`src/rtl/pattern_generator.sv`:
```
// Target-pattern source for the switch-copy game: an LFSR-fed pattern held until
// matched or expired, ROUNDS patterns per game, then a game-over hold.
module pattern_generator #(
   parameter int unsigned HOLD_TICKS = 50,
   parameter int unsigned ROUNDS     = 16,
   parameter logic [15:0] SEED       = 16'hACE1
) (
   input  logic       counter10h,
   input  logic       reset,
   input  logic       start,
   input  logic [7:0] user_input,
   output logic [7:0] pattern,
   output logic [7:0] round,
   output logic       hit,
   output logic       timeout,
   output logic       game_over
);

   typedef enum logic [1:0] {
      IDLE = 2'd0,
      SHOW = 2'd1,
      DONE = 2'd2
   } state_t;

   // An all-zero seed would lock the LFSR, so it is replaced by 1.
   localparam logic [15:0] SEED_INIT  = (SEED == 16'h0000) ? 16'h0001 : SEED;
   localparam logic [15:0] HOLD_LAST  = 16'(HOLD_TICKS - 1);
   localparam logic [7:0]  ROUND_LAST = 8'(ROUNDS);

   state_t      state;
   state_t      state_next;
   logic [15:0] lfsr;
   logic [15:0] lfsr_next;
   logic [15:0] hold_cnt;
   logic [15:0] hold_cnt_next;
   logic [7:0]  pattern_next;
   logic [7:0]  round_next;
   logic        hit_next;
   logic        timeout_next;
   logic        game_over_next;

   logic [7:0]  alt_pattern;
   logic [7:0]  fresh_pattern;
   logic        match;
   logic        expired;
   logic        last_round;
   logic        advance;

   // Fibonacci form of x^16+x^14+x^13+x^11+1, shifting right.
   assign lfsr_next = {lfsr[0] ^ lfsr[2] ^ lfsr[3] ^ lfsr[5], lfsr[15:1]};

   assign match      = (user_input == pattern);
   assign expired    = (hold_cnt == HOLD_LAST);
   assign last_round = (round == ROUND_LAST);
   assign advance    = match || expired;

   // A fresh pattern is never zero and never repeats the one it replaces,
   // so the scorer always sees a change.
   always_comb begin
      alt_pattern = pattern + 8'd1;
      if (alt_pattern == 8'h00) begin
         alt_pattern = 8'h01;
      end
      if ((lfsr[7:0] == 8'h00) || (lfsr[7:0] == pattern)) begin
         fresh_pattern = alt_pattern;
      end else begin
         fresh_pattern = lfsr[7:0];
      end
   end

   // NOTE: sequential state uses non-blocking assignments so every register
   // samples pre-edge values, whatever the statement order.
   always_ff @(posedge counter10h or negedge reset) begin
      if (!reset) begin
         state <= IDLE;
      end else begin
         state <= state_next;
      end
   end

   always_comb begin
      state_next = state;
      case (state)
         IDLE: begin
            if (start) begin
               state_next = SHOW;
            end
         end
         SHOW: begin
            if (advance && last_round) begin
               state_next = DONE;
            end
         end
         DONE: begin
            if (start) begin
               state_next = SHOW;
            end
         end
         default: state_next = IDLE;
      endcase
   end

   // NOTE: every signal driven here gets a default first, so no path through
   // the case can leave one unassigned and infer a latch.
   always_comb begin
      pattern_next   = pattern;
      round_next     = round;
      hold_cnt_next  = hold_cnt;
      hit_next       = 1'b0;
      timeout_next   = 1'b0;
      game_over_next = (state_next == DONE);
      case (state)
         IDLE, DONE: begin
            if (start) begin
               pattern_next  = fresh_pattern;
               round_next    = 8'd1;
               hold_cnt_next = 16'd0;
            end
         end
         SHOW: begin
            // A match outranks expiry, so a match on the last tick is a hit.
            if (match) begin
               hit_next = 1'b1;
            end else if (expired) begin
               timeout_next = 1'b1;
            end else begin
               hold_cnt_next = hold_cnt + 16'd1;
            end
            if (advance && !last_round) begin
               round_next    = round + 8'd1;
               pattern_next  = fresh_pattern;
               hold_cnt_next = 16'd0;
            end
         end
         default: begin
            pattern_next  = 8'h00;
            round_next    = 8'd0;
            hold_cnt_next = 16'd0;
         end
      endcase
   end

   always_ff @(posedge counter10h or negedge reset) begin
      if (!reset) begin
         lfsr      <= SEED_INIT;
         hold_cnt  <= 16'd0;
         pattern   <= 8'h00;
         round     <= 8'd0;
         hit       <= 1'b0;
         timeout   <= 1'b0;
         game_over <= 1'b0;
      end else begin
         lfsr      <= lfsr_next;
         hold_cnt  <= hold_cnt_next;
         pattern   <= pattern_next;
         round     <= round_next;
         hit       <= hit_next;
         timeout   <= timeout_next;
         game_over <= game_over_next;
      end
   end

endmodule

```
`config.mk`:
```
export PLATFORM = sky130hd
export DESIGN_NAME = pattern_generator
export DESIGN_NICKNAME = d
export VERILOG_FILES = /design/src/rtl/pattern_generator.sv
export SDC_FILE = /design/constraint.sdc
export NUM_CORES = 1
export LEC_CHECK = 0
export CAP_MARGIN = 25
export CELL_PAD_IN_SITES_DETAIL_PLACEMENT = 1
export CELL_PAD_IN_SITES_GLOBAL_PLACEMENT = 1
export CORE_MARGIN = 2
export CORE_UTILIZATION = 47
export DETAILED_ROUTE_END_ITERATION = 10
export HOLD_SLACK_MARGIN = 0.06
export PLACE_DENSITY = 0.81
export SLEW_MARGIN = 20
export SYNTH_ARGS = -nofsm -noshare
export SYNTH_HDL_FRONTEND = slang
export SYNTH_SLANG_ARGS = --single-unit
```
`constraint.sdc`:
```
create_clock -name counter10h -period 3.1 [get_ports counter10h]
set_input_delay 0.775 -clock counter10h [delete_from_list [all_inputs] [get_ports counter10h]]
set_output_delay 0.775 -clock counter10h [all_outputs]
set_load 0.05 [all_outputs]
```
# After elaboration in Yosys (flattened, before gate mapping)
# Cells that the tools add are included.
dict set report word_totals {
  wordCells 57
  out_inout_bits 19
  input_bits 11
  regBits 53
}
dict set report classes {
  mux 21
  n_eq_ne 11
  bitwise_logic 3
  reduce_logical 11
  addsub 3
}
# op count
set ops {}
lappend ops {{16-bit 2-to-1 mux} 4}
lappend ops {{8-bit 2-to-1 mux} 6}
lappend ops {{16-bit one-hot mux with 2 select lines} 1}
lappend ops {{8-bit one-hot mux with 2 select lines} 2}
lappend ops {{16-bit by 1-bit adder with 16-bit output (second input constant)} 1}
lappend ops {{8-bit by 1-bit adder with 8-bit output (second input constant)} 2}
lappend ops {{16-bit by 6-bit equality test with 1-bit output (second input constant)} 1}
lappend ops {{8-bit equality test} 2}
lappend ops {{8-bit logical NOT} 2}
lappend ops {{8-bit by 5-bit equality test with 1-bit output (second input constant)} 1}
lappend ops {{3-bit inequality test (second input constant)} 2}
lappend ops {{1-bit 2-to-1 mux} 5}
lappend ops {{2-bit equality test (second input constant)} 2}
lappend ops {{2-bit 2-to-1 mux} 2}
lappend ops {{2-bit one-hot mux with 2 select lines} 1}
lappend ops {{3-bit AND reduction} 1}
lappend ops {{1-bit bitwise XOR} 3}
lappend ops {{2-bit by 1-bit equality test with 1-bit output (second input constant)} 1}
lappend ops {{1-bit logical AND} 2}
lappend ops {{2-bit logical NOT} 1}
lappend ops {{1-bit logical OR} 2}
lappend ops {{2-bit by 1-bit inequality test with 1-bit output (second input constant)} 1}
lappend ops {{2-bit inequality test (second input constant)} 1}
lappend ops {{2-bit AND reduction} 1}
lappend ops {{2 further kinds} 2}

# Logic depth before layout (Yosys ltp)
# Gate-level depths: netlist of run 1.
dict set report depth {
  ltp_word 6
  depth_mapped 9
  mapped_depth_nobuf 7
}

# Worst setup path after synthesis of run 1
# Ideal clock, no wire load.
dict set report synth_timing {
  path_kind {register to register}
  from {register round[0]}
  to {register round[3]}
  period_less_slack_ps 2356
  slack_ps 744
  setup_ps 78
  t_required_ps 3022
  t_arrival_ps 2279
  path_buffers 1
  path_stages_with_launch 9
  cell_sequence {dfrtp_1 > inv_1 > ha_1 > nor4bb_1 > and3_1 > or2_1 > buf_2 > or4_1 > a21oi_1}
}
dict set report synth_via {
  elab_chain_cells 5
  word_cells_on_any_way 8
  classes_between {add/sub (1); eq/ne (2); mux (2); reduce/logical (3)}
}
# item line
set synth_lines {}
lappend synth_lines {{start: declaration} 13} ;# output logic [7:0] round,
lappend synth_lines {{start signal: assignment} 156} ;# round <= round_next;
lappend synth_lines {{parallel branches: the longest is 5 deep, another holds 8-bit by 1-bit adder with 8-bit output} -}
# Parallel ways; which one is timed is not known. The select of a mux whose other input is x is not followed.
# A chain may end at the register's enable or synchronous reset.

# Worst setup path in the final report of run 1
dict set report layout_timing {
  from {input port user_input[4]}
  to {register pattern[0]}
}
dict set report layout_via {
  elab_chain_cells 5
}
# item line
set layout_lines {}
lappend layout_lines {{start: declaration} 11} ;# input logic [7:0] user_input,
lappend layout_lines {{8-bit equality test} 52} ;# assign match = (user_input == pattern);
lappend layout_lines {{1-bit logical OR} 55} ;# assign advance = match || expired;
lappend layout_lines {{1-bit logical AND} 129} ;# if (advance && !last_round) begin
lappend layout_lines {{2-bit inequality test (no source line)} -}
lappend layout_lines {{2-bit AND reduction (no source line)} -}
lappend layout_lines {{end signal: assignment} 155} ;# pattern <= pattern_next;
lappend layout_lines {{end: declaration} 12} ;# output logic [7:0] pattern,
# Every way passes these cells.

==> results of run 1 <==
-- cell families after synthesis --
| family | Yosys count | synth area share |
|---|---|---|
| compound gates | 88 | 0.193 |
| mux | 13 | 0.0444 |
| buf+inv | 28 | 0.0410 |
| simple gates | 94 | 0.184 |
| flops | 53 | 0.456 |
| xor+xnor | 20 | 0.0598 |
| fa+ha+maj | 5 | 0.0214 |
-- layout make-up --
type                            count  area, um2
Fill cell                         687       2550
Tap cell                           75       93.8
Inverter                           10       37.5
Multi-Input combinational cell    220       1470
Clock inverter                      3       26.3
Sequential cell                    53       1340
Clock buffer                        5       68.8
Timing Repair Buffer               40        368
-- cell usage in the layout (no fill, tap or decap), types with 2 or more instances in the layout --
master           instances
a211oi_1                 7
a21o_1                   5
a21oi_1                 22
a22o_1                   2
a31oi_1                  6
a41oi_1                  4
and3_1                   6
and4_1                   3
buf_4                   11
clkbuf_8                 5
clkdlybuf4s50_1         28
dfrtp_1                 45
dfstp_2                  8
ha_1                     5
inv_1                   10
inv_6                    3
mux2i_1                 13
nand2_1                 12
nand2b_1                 2
nand3_1                 12
nand4_1                  9
nor2_1                  15
nor2b_1                  3
nor3_1                   8
nor3b_1                  2
nor4_1                   4
nor4_2                   2
nor4bb_1                 2
o211ai_1                 2
o21ai_0                 19
o22ai_1                  8
o31ai_1                  3
or3_1                    2
or4_1                    7
xnor2_1                 19
-- path summary, 6_finish.rpt --
| path | start | to | slack [ns] | cells past startpoint |
|---|---|---|---|---|
| hold reg to reg | lfsr[11] | lfsr[10] | 0.37 | 0 |
| setup / recovery | user_input[4] | pattern[0] | 0.52 | 7 |
| max in group asynchronous | reset | lfsr[10] | 1.90 | 2 |
| min in group asynchronous | reset | round[7] | 0.50 | 1 |
| hold / removal | lfsr[11] | lfsr[10] | 0.37 | 0 |
| setup reg to reg | hold_cnt[0] | pattern[0] | 0.69 | 7 |
-- routing by layer --
| metal | vias to the layer above | track usage |
|---|---|---|
| met2 | 51 | 0.380 |
| li1 | 1183 | - |
| met4 | 0 | 0.0656 |
| met3 | 6 | 0.0408 |
| met5 | - | 0 |
| met1 | 1284 | 0.307 |
-- power groups by stage --
stage               clock, W  combinational [W]  sequential, W
floorplan                  0           0.000394        0.00104
global placement           0           0.000684       0.000956
detailed placement         0           0.000712       0.000961
CTS                 0.000438           0.000714       0.000948
global route        0.000461           0.000778       0.000971
finish              0.000420           0.000707       0.000951
-- flip-flops by register name, indices dropped and copies added (netlist names) --
signal	count
game_over	1
hit	1
hold_cnt	16
lfsr	16
pattern	8
round	8
state	2
timeout	1
-- through the flow --
step	std cells	util	cell area [um2]	worst slack, ns
6_report	406	0.571	3400	0.515
5_1_grt	406	0.571	3400	0.405
4_1_cts	406	0.571	3400	0.510
3_5_place_dp	398	0.555	3310	0.181
3_3_place_gp	398	0.555	3310	0.294
2_1_floorplan	301	-	2930	0.744
==> run metrics, run 1 <==
final count of hold timing violations=0; maximum vdd ir drop=312 uV; Tot Pwr=0.00208 W; top cells by count, synth=45 x dfrtp_1, 22 x a21oi_1, 19 x o21ai_0, 19 x xnor2_1, 15 x nor2_1; Initial Util=0.492; Clock Latency Late Sink=0.31 ns; Hold Buf Count CTS=0; Layout Nets=346; Die Area=6880 um2; total CTS buffers=5; DR top layer=met4; Syn Nets=317; synth unique cells=51; Synth Register Bits=53; Final Slew Violations=0; Power Internal=0.00124 W; biggest area consumer among synthesized cells=dfrtp_1; clock buffer depth=2; DP Wirelength=5500 um; status=complete, no violations; EDFF count, synth=0; fmax=0.387 GHz; DIE WIDTH=82.9 um; Clock Sink Count=53; Worst setup SP type=input port; number of port buffers=29; top-count cell post-synth=dfrtp_1; Clock Power Share=0.202; Row Count=28; Area Growth Syn to Fin=16.2%; routability cong.=0.814; CTS H-tree lvls=2; GRT Resource Usage Total=0.229; final setup fails=0; combinational share of power=0.340; Cell Chain, Critical Path=clkdlybuf4s50_1 -> xnor2_1 -> and4_1 -> a21boi_2 -> buf_4 -> nor3_1 -> a2111oi_2; core area=5960 um2; Period minus WS final=2.58 ns; Worst path slowest cell=a21boi_2; CP Data Required Time=3.31 ns; clk slew on worst S/H paths=0.10 ns; number of global-route vias before repair=2507; switching power=0.000841 W; share of cells above drive strength 1=0.0997; sequential share of power=0.457; cts repair resizes=0; metal1 wirelength=3420 um; largest net degree at the start of global routing=33; fin crit share=0.834; Ant. Diodes=0; Critical path buffers and inverters=2; Mapped Cells=301; CTS tree=built; # DRC=0; main flop type after synthesis=dfrtp_1; CTS root buf=clkbuf_8; async set-reset flop share out of synthesis=1.00; Yosys top cell area share=0.385; Leak Pwr=1.41 nW; CP Capture Type=flip-flop; Avg Cell Area, Syn=9.73 um2; register area share after synthesis=0.456; DIE HEIGHT=82.9 um; Slew headroom=0.482; largest cells by area after synthesis=dfrtp_1 38%, dfstp_2 7.2%, xnor2_1 5.7%; yosys warns=0; Max Cap Viol=0; GRT overflow=0; Initial DRC Count=76; initial antenna violation count=0; Crit Path Class=in2reg; Total Routed Length=7570 um; setup_tns=0 ns; DR WL met2=3800 um; Worst Clk Skew=0.00348 ns; switch share=0.405; Worst-Margin Slew=0.777 ns; Pre-antenna DRT Iters=4; vias per cell=6.22; post-CTS setup buffer count=0; vias=2524; worst endpoint data arrival time=2.80 ns; unrepaired setup endpoints after global routing=no; first-pass GRT wire length=12800 um; PD cells=611 nW/um2; post-route ant nets=0; I/O pins=30; mapped cell area=2930 um2; CP peak stage delay=0.52 ns; met3 wire length=265 um; WL/cell=18.6 um; hold_ws=0.366 ns; CP Max Fanout=14; CP top delay family=compound AO/OA/AOI/OAI gates; Worst Hold Class=reg2reg
Power figures use the tool's default switching activity.
==> inputs of run 2 (changes only) <==
--- a/config.mk
+++ b/config.mk
@@ -9,10 +9,10 @@
 export CELL_PAD_IN_SITES_DETAIL_PLACEMENT = 1
 export CELL_PAD_IN_SITES_GLOBAL_PLACEMENT = 1
 export CORE_MARGIN = 2
-export CORE_UTILIZATION = 47
+export CORE_UTILIZATION = 44
 export DETAILED_ROUTE_END_ITERATION = 10
 export HOLD_SLACK_MARGIN = 0.06
-export PLACE_DENSITY = 0.81
+export PLACE_DENSITY = 0.76
 export SLEW_MARGIN = 20
 export SYNTH_ARGS = -nofsm -noshare
 export SYNTH_HDL_FRONTEND = slang
==> constraint.sdc (replaced) <==
create_clock -name counter10h -period 2.4 [get_ports counter10h]
set_input_delay 0.6 -clock counter10h [delete_from_list [all_inputs] [get_ports counter10h]]
set_output_delay 0.6 -clock counter10h [all_outputs]
set_load 0.05 [all_outputs]
==> run metrics, run 2 (synthesis results as in run 1) <==
final count of hold timing violations=0 (unchanged); DIE WIDTH=85.6 um (+3.2%); DP Wirelength=5780 um (+4.9%); largest net degree at the start of global routing=54 (+64%); Row Count=29 (+3.6%); total CTS buffers=5 (unchanged); worst r2r dst=round[7]; core area=6390 um2 (+7.2%); vias per cell=6.01 (-3.3%); CTS H-tree lvls=2 (unchanged); CP peak stage delay=0.86 ns (+0.34 ns); Layout Nets=362 (+4.6%); Critical path buffers and inverters=1 (-1); placed cells=416 (+4.5%); Max Cap Viol=0 (unchanged); initial antenna violation count=0 (unchanged); I/O pins=30 (unchanged); WL/cell=19.0 um (+2.1%); worst endpoint data arrival time=1.71 ns (-1.09 ns); Cell Chain, Critical Path=clkdlybuf4s50_1; DIE HEIGHT=85.6 um (+3.2%); fin crit share=0.961; clock buffer depth=2 (unchanged); hold_sp=lfsr[11]; fin cells=424 (+4.4%); Hold Crit Depth=0 (unchanged); Period minus WS final=2.31 ns; final setup fails=0 (unchanged); Leak Pwr=1.53 nW (+8.5%); PD cells=783 nW/um2 (+28%); number of global-route vias before repair=2709 (+8.1%); CTS root buf=clkbuf_8; CTS tree=built; r2r setup slk=0.18 ns (-0.51 ns); Final Slew Violations=0 (unchanged); Initial Util=0.458 (-0.0331); combinational share of power=0.374 (+0.034); Ant. Diodes=0 (unchanged); worst reg-to-reg path cell count=6 (-1); post-CTS setup buffer count=0 (unchanged); CP top delay family=buffers and inverters; hold_ws=0.368 ns (+0.00216 ns); number of port buffers=29 (unchanged); Worst Hold Class=reg2reg; Clock Latency Late Sink=0.31 ns (about the same); Slew headroom=0.549 (+0.0669); Initial DRC Count=134 (+76%); share of cells above drive strength 1=0.159 (+0.0588); clk slew on worst S/H paths=0.10 ns (about the same); Total Routed Length=8070 um (+6.6%); setup_tns=0 ns (unchanged); GRT overflow=0 (unchanged); maximum vdd ir drop=519 uV (+66%); Worst path slowest cell=clkdlybuf4s50_1; unrepaired setup endpoints after global routing=no; GRT Resource Usage Total=0.240 (+0.0118); Crit Path Class=reg2out; commonest non-fill, non-tap cell in the layout=dfrtp_1; vias=2550 (+1.0%); sequential share of power=0.427 (-0.030); CP Capture Type=output port; biggest regs=hold_cnt (16), lfsr (16); # DRC=0 (unchanged); Pre-antenna DRT Iters=4 (unchanged); Worst Clk Skew=0.00669 ns (+0.00321 ns); fin util=0.559 (-0.0122); CP Max Fanout=8 (-6); Power Internal=0.00167 W (+35%); Crit Reg-Reg Startpoint=hold_cnt[7]; Clock Power Share=0.198 (-0.004); post-route ant nets=0 (unchanged); Worst setup SP type=flip-flop; switching power=0.00113 W (+34%); routability cong.=0.821 (+0.87%); commonest cells after routing, fill and taps aside=45 x dfrtp_1, 27 x buf_4, 24 x clkdlybuf4s50_1; CP Data Required Time=1.80 ns (-1.51 ns); switch share=0.404 (-0.00119); final worst slack=0.0948 ns (-0.421 ns); hold worst-path end=lfsr[10]; Area Growth Syn to Fin=21.9%; fmax=0.434 GHz; Die Area=7320 um2 (+6.5%); status=complete, no violations; first-pass GRT wire length=13900 um (+9.3%); Worst-Margin Slew=0.676 ns (-0.100 ns); pre-CTS setup slack=-0.127 ns (-0.309 ns); Clock Sink Count=53 (unchanged)
-- run 2: final cells by class --
type	count	area (um2)
fillers	723	2820
multi-input cells	220	1500
flip-flops and latches	53	1340
repair buffers	56	505
well taps	77	96.3
clock buffers	5	68.8
inverters	10	37.5
clock inverters	3	28.8
-- run 2: power groups by stage --
| stage | registers [W] | logic [W] | clock network [W] |
|---|---|---|---|
| after global placement | 0.00120 | 0.00100 | 0 |
| after global routing | 0.00122 | 0.00116 | 0.000614 |
| after floorplan | 0.00134 | 0.000509 | 0 |
| final | 0.00119 | 0.00105 | 0.000554 |
| after CTS | 0.00119 | 0.00104 | 0.000574 |
| after detailed placement | 0.00121 | 0.00103 | 0 |
-- run 2: layer usage --
layer | track usage | share of wire | vias up | wire length [um]
met3 | 0.0337 | 0.024 | 5 | 190
met4 | 0.0404 | 0.0051 | 0 | 41
met5 | 0 | 0 | - | 0
met1 | 0.333 | 0.47 | 1284 | 3780
met2 | 0.411 | 0.50 | 42 | 4070
li1 | - | - | 1219 | -
-- run 2: worst max path at each step --
stage / startpoint / endpoint / cells past startpoint
3_3_place_gp: start / pattern[0] / 6
6_report: pattern[0] / pattern[0] / 1
4_1_cts: pattern[4] / pattern[4] / 1
3_5_place_dp: user_input[1] / round[7] / 7
5_1_grt: round[0] / pattern[0] / 8
2_1_floorplan: round[0] / round[3] / 8
-- run 2: timing repair --
| item | CTS | global route |
|---|---|---|
| hold endpoints to repair | 0 | 0 |
| endpoints found under the setup margin | 1 | 14 |
| pin swaps | 0 | 0 |
| gates resized for setup | 1 | 7 |
| hold buffers | 0 | 0 |
-- run 2: metrics by stage --
step / power (W) / cell area [um2]
final: 0.00280 / 3570
after floorplan: 0.00185 / 2930
after global placement: 0.00220 / 3440
after global routing: 0.00299 / 3570
after detailed placement: 0.00224 / 3440
after CTS: 0.00280 / 3540
==> inputs of run 3 (changes only) <==
--- a/config.mk
+++ b/config.mk
@@ -8,7 +8,7 @@
 export CAP_MARGIN = 25
 export CELL_PAD_IN_SITES_DETAIL_PLACEMENT = 1
 export CELL_PAD_IN_SITES_GLOBAL_PLACEMENT = 1
-export CORE_MARGIN = 2
+export CORE_MARGIN = 8
 export CORE_UTILIZATION = 44
 export DETAILED_ROUTE_END_ITERATION = 10
 export HOLD_SLACK_MARGIN = 0.06
==> run metrics, run 3 (synthesis results as in run 1) <==
CTS H-tree lvls=2 (unchanged); Pre-antenna DRT Iters=4 (unchanged); I/O pins=30 (unchanged); final count of hold timing violations=0 (unchanged); multi-input logic area=1480 um2 (-1.2%); Die Area=9520 um2 (+30%); fin crit share=0.973 (+0.0125); initial antenna violation count=0 (unchanged); DIE HEIGHT=97.6 um (+14%); clock buffer depth=2 (unchanged); register area=1340 um2 (unchanged); Total Routed Length=8270 um (+2.5%); Cell Chain, Critical Path=clkdlybuf4s50_1; biggest regs=hold_cnt (16), lfsr (16); Worst-Margin Slew=0.571 ns (-0.106 ns); final setup fails=0 (unchanged); Crit Path Class=reg2out; Worst path slowest cell=clkdlybuf4s50_1; PD cells=775 nW/um2 (-1.1%); WL/cell=19.4 um (+1.7%); GRT Resource Usage Total=0.174 (-0.0662); post-route ant nets=0 (unchanged); Clock Latency Late Sink=0.32 ns (about the same); Worst setup SP type=flip-flop; CP top delay family=buffers and inverters; Slew headroom=0.620 (+0.0706); post-CTS setup buffer count=0 (unchanged); CP Max Fanout=8 (unchanged); commonest cells after routing, fill and taps aside=45 x dfrtp_1, 29 x buf_4, 25 x clkdlybuf4s50_1; Clock Sink Count=53 (unchanged); Final Slew Violations=0 (unchanged); final worst slack=0.0648 ns (-0.0300 ns); Period minus WS final=2.34 ns (+0.0300 ns); # fillers=741 (+2.5%); total CTS buffers=5 (unchanged); first-pass GRT wire length=13800 um (-1.1%); DIE WIDTH=97.6 um (+14%); share of cells above drive strength 1=0.154 (-0.00422); core area=6390 um2 (unchanged); CP peak stage delay=0.87 ns (about the same); Worst Clk Skew=0.00612 ns (-0.000568 ns); worst endpoint data arrival time=1.74 ns (+0.03 ns); Worst Hold Class=in2async; fmax=0.428 GHz (-1.3%); pre-CTS setup slack=-0.169 ns (-0.0419 ns); CTS root buf=clkbuf_8; Hold Buf Count CTS=0 (unchanged); Initial Util=0.458 (unchanged); Area Growth Syn to Fin=22.1%; routability cong.=0.806 (-1.9%); # DRC=0 (unchanged); Final Cell Area=3570 um2 (+0.11%); Leak Pwr=1.52 nW (-0.53%); Row Count=29 (unchanged); Post-DP Area=3460 um2 (+0.73%); CTS tree=built; unrepaired setup endpoints after global routing=no; status=complete, no violations; vias=2567 (+0.67%); clk slew on worst S/H paths=0.11 ns (about the same); DP Wirelength=6100 um (+5.6%); Ant. Diodes=0 (unchanged); number of global-route vias before repair=2723 (+0.52%); CP Capture Type=output port; vias per cell=6.01 (about the same); Max Cap Viol=0 (unchanged); cts repair resizes=0 (-1); Critical path buffers and inverters=1 (unchanged); number of port buffers=29 (unchanged); GRT overflow=0 (unchanged); CP Data Required Time=1.80 ns (about the same); commonest non-fill, non-tap cell in the layout=dfrtp_1; largest net degree at the start of global routing=26 (-52%); maximum vdd ir drop=543 uV (+4.7%); Initial DRC Count=75 (-44%); Layout Nets=365 (+0.83%)
[run 3: layer usage]
metal,wire (um),share of wire,up-vias,GRT usage
li1,-,-,1222,-
met1,3880,0.47,1293,0.224
met2,4030,0.49,39,0.286
met3,235,0.028,13,0.0356
met4,119,0.014,0,0.0501
met5,0,0,-,0
[run 3: worst paths after layout]
path                                   from  depth (start not counted)    endpoint  slack (ns)
max in group asynchronous             reset                          2     lfsr[0]        1.47
worst max-delay path             pattern[0]                          1  pattern[0]        0.06
worst min register to register     lfsr[11]                          0    lfsr[10]        0.37
min in group counter10h            lfsr[11]                          0    lfsr[10]        0.37
worst min-delay path                  reset                          1  pattern[0]        0.27
worst max register to register  hold_cnt[1]                          8    round[7]        0.14
[run 3: cell type report]
type	instances	area share
Tap cell	77	0.0270
Multi-Input combinational cell	220	0.414
Sequential cell	53	0.374
Clock inverter	3	0.00700
Inverter	10	0.0105
Clock buffer	5	0.0193
Timing Repair Buffer	59	0.148
[run 3: power breakdown]
group          switching, W  leakage, nW  internal, W  total (W)
registers          0.000171        0.646      0.00102    0.00119
logic              0.000611        0.830     0.000422    0.00103
clock network      0.000334       0.0447     0.000212   0.000545
total               0.00112         1.52      0.00165    0.00277
[run 3: metrics by stage]
stage | TNS (ns) | utilization | instances | hold slack (ns) | power, W
2_1_floorplan | 0 | - | 301 | 0.304 | 0.00185
3_3_place_gp | -0.254 | 0.543 | 419 | 0.344 | 0.00221
3_5_place_dp | -0.942 | 0.543 | 419 | 0.344 | 0.00224
4_1_cts | 0 | 0.557 | 427 | 0.268 | 0.00278
5_1_grt | 0 | 0.560 | 427 | 0.293 | 0.00293
6_report | 0 | 0.560 | 427 | 0.265 | 0.00277
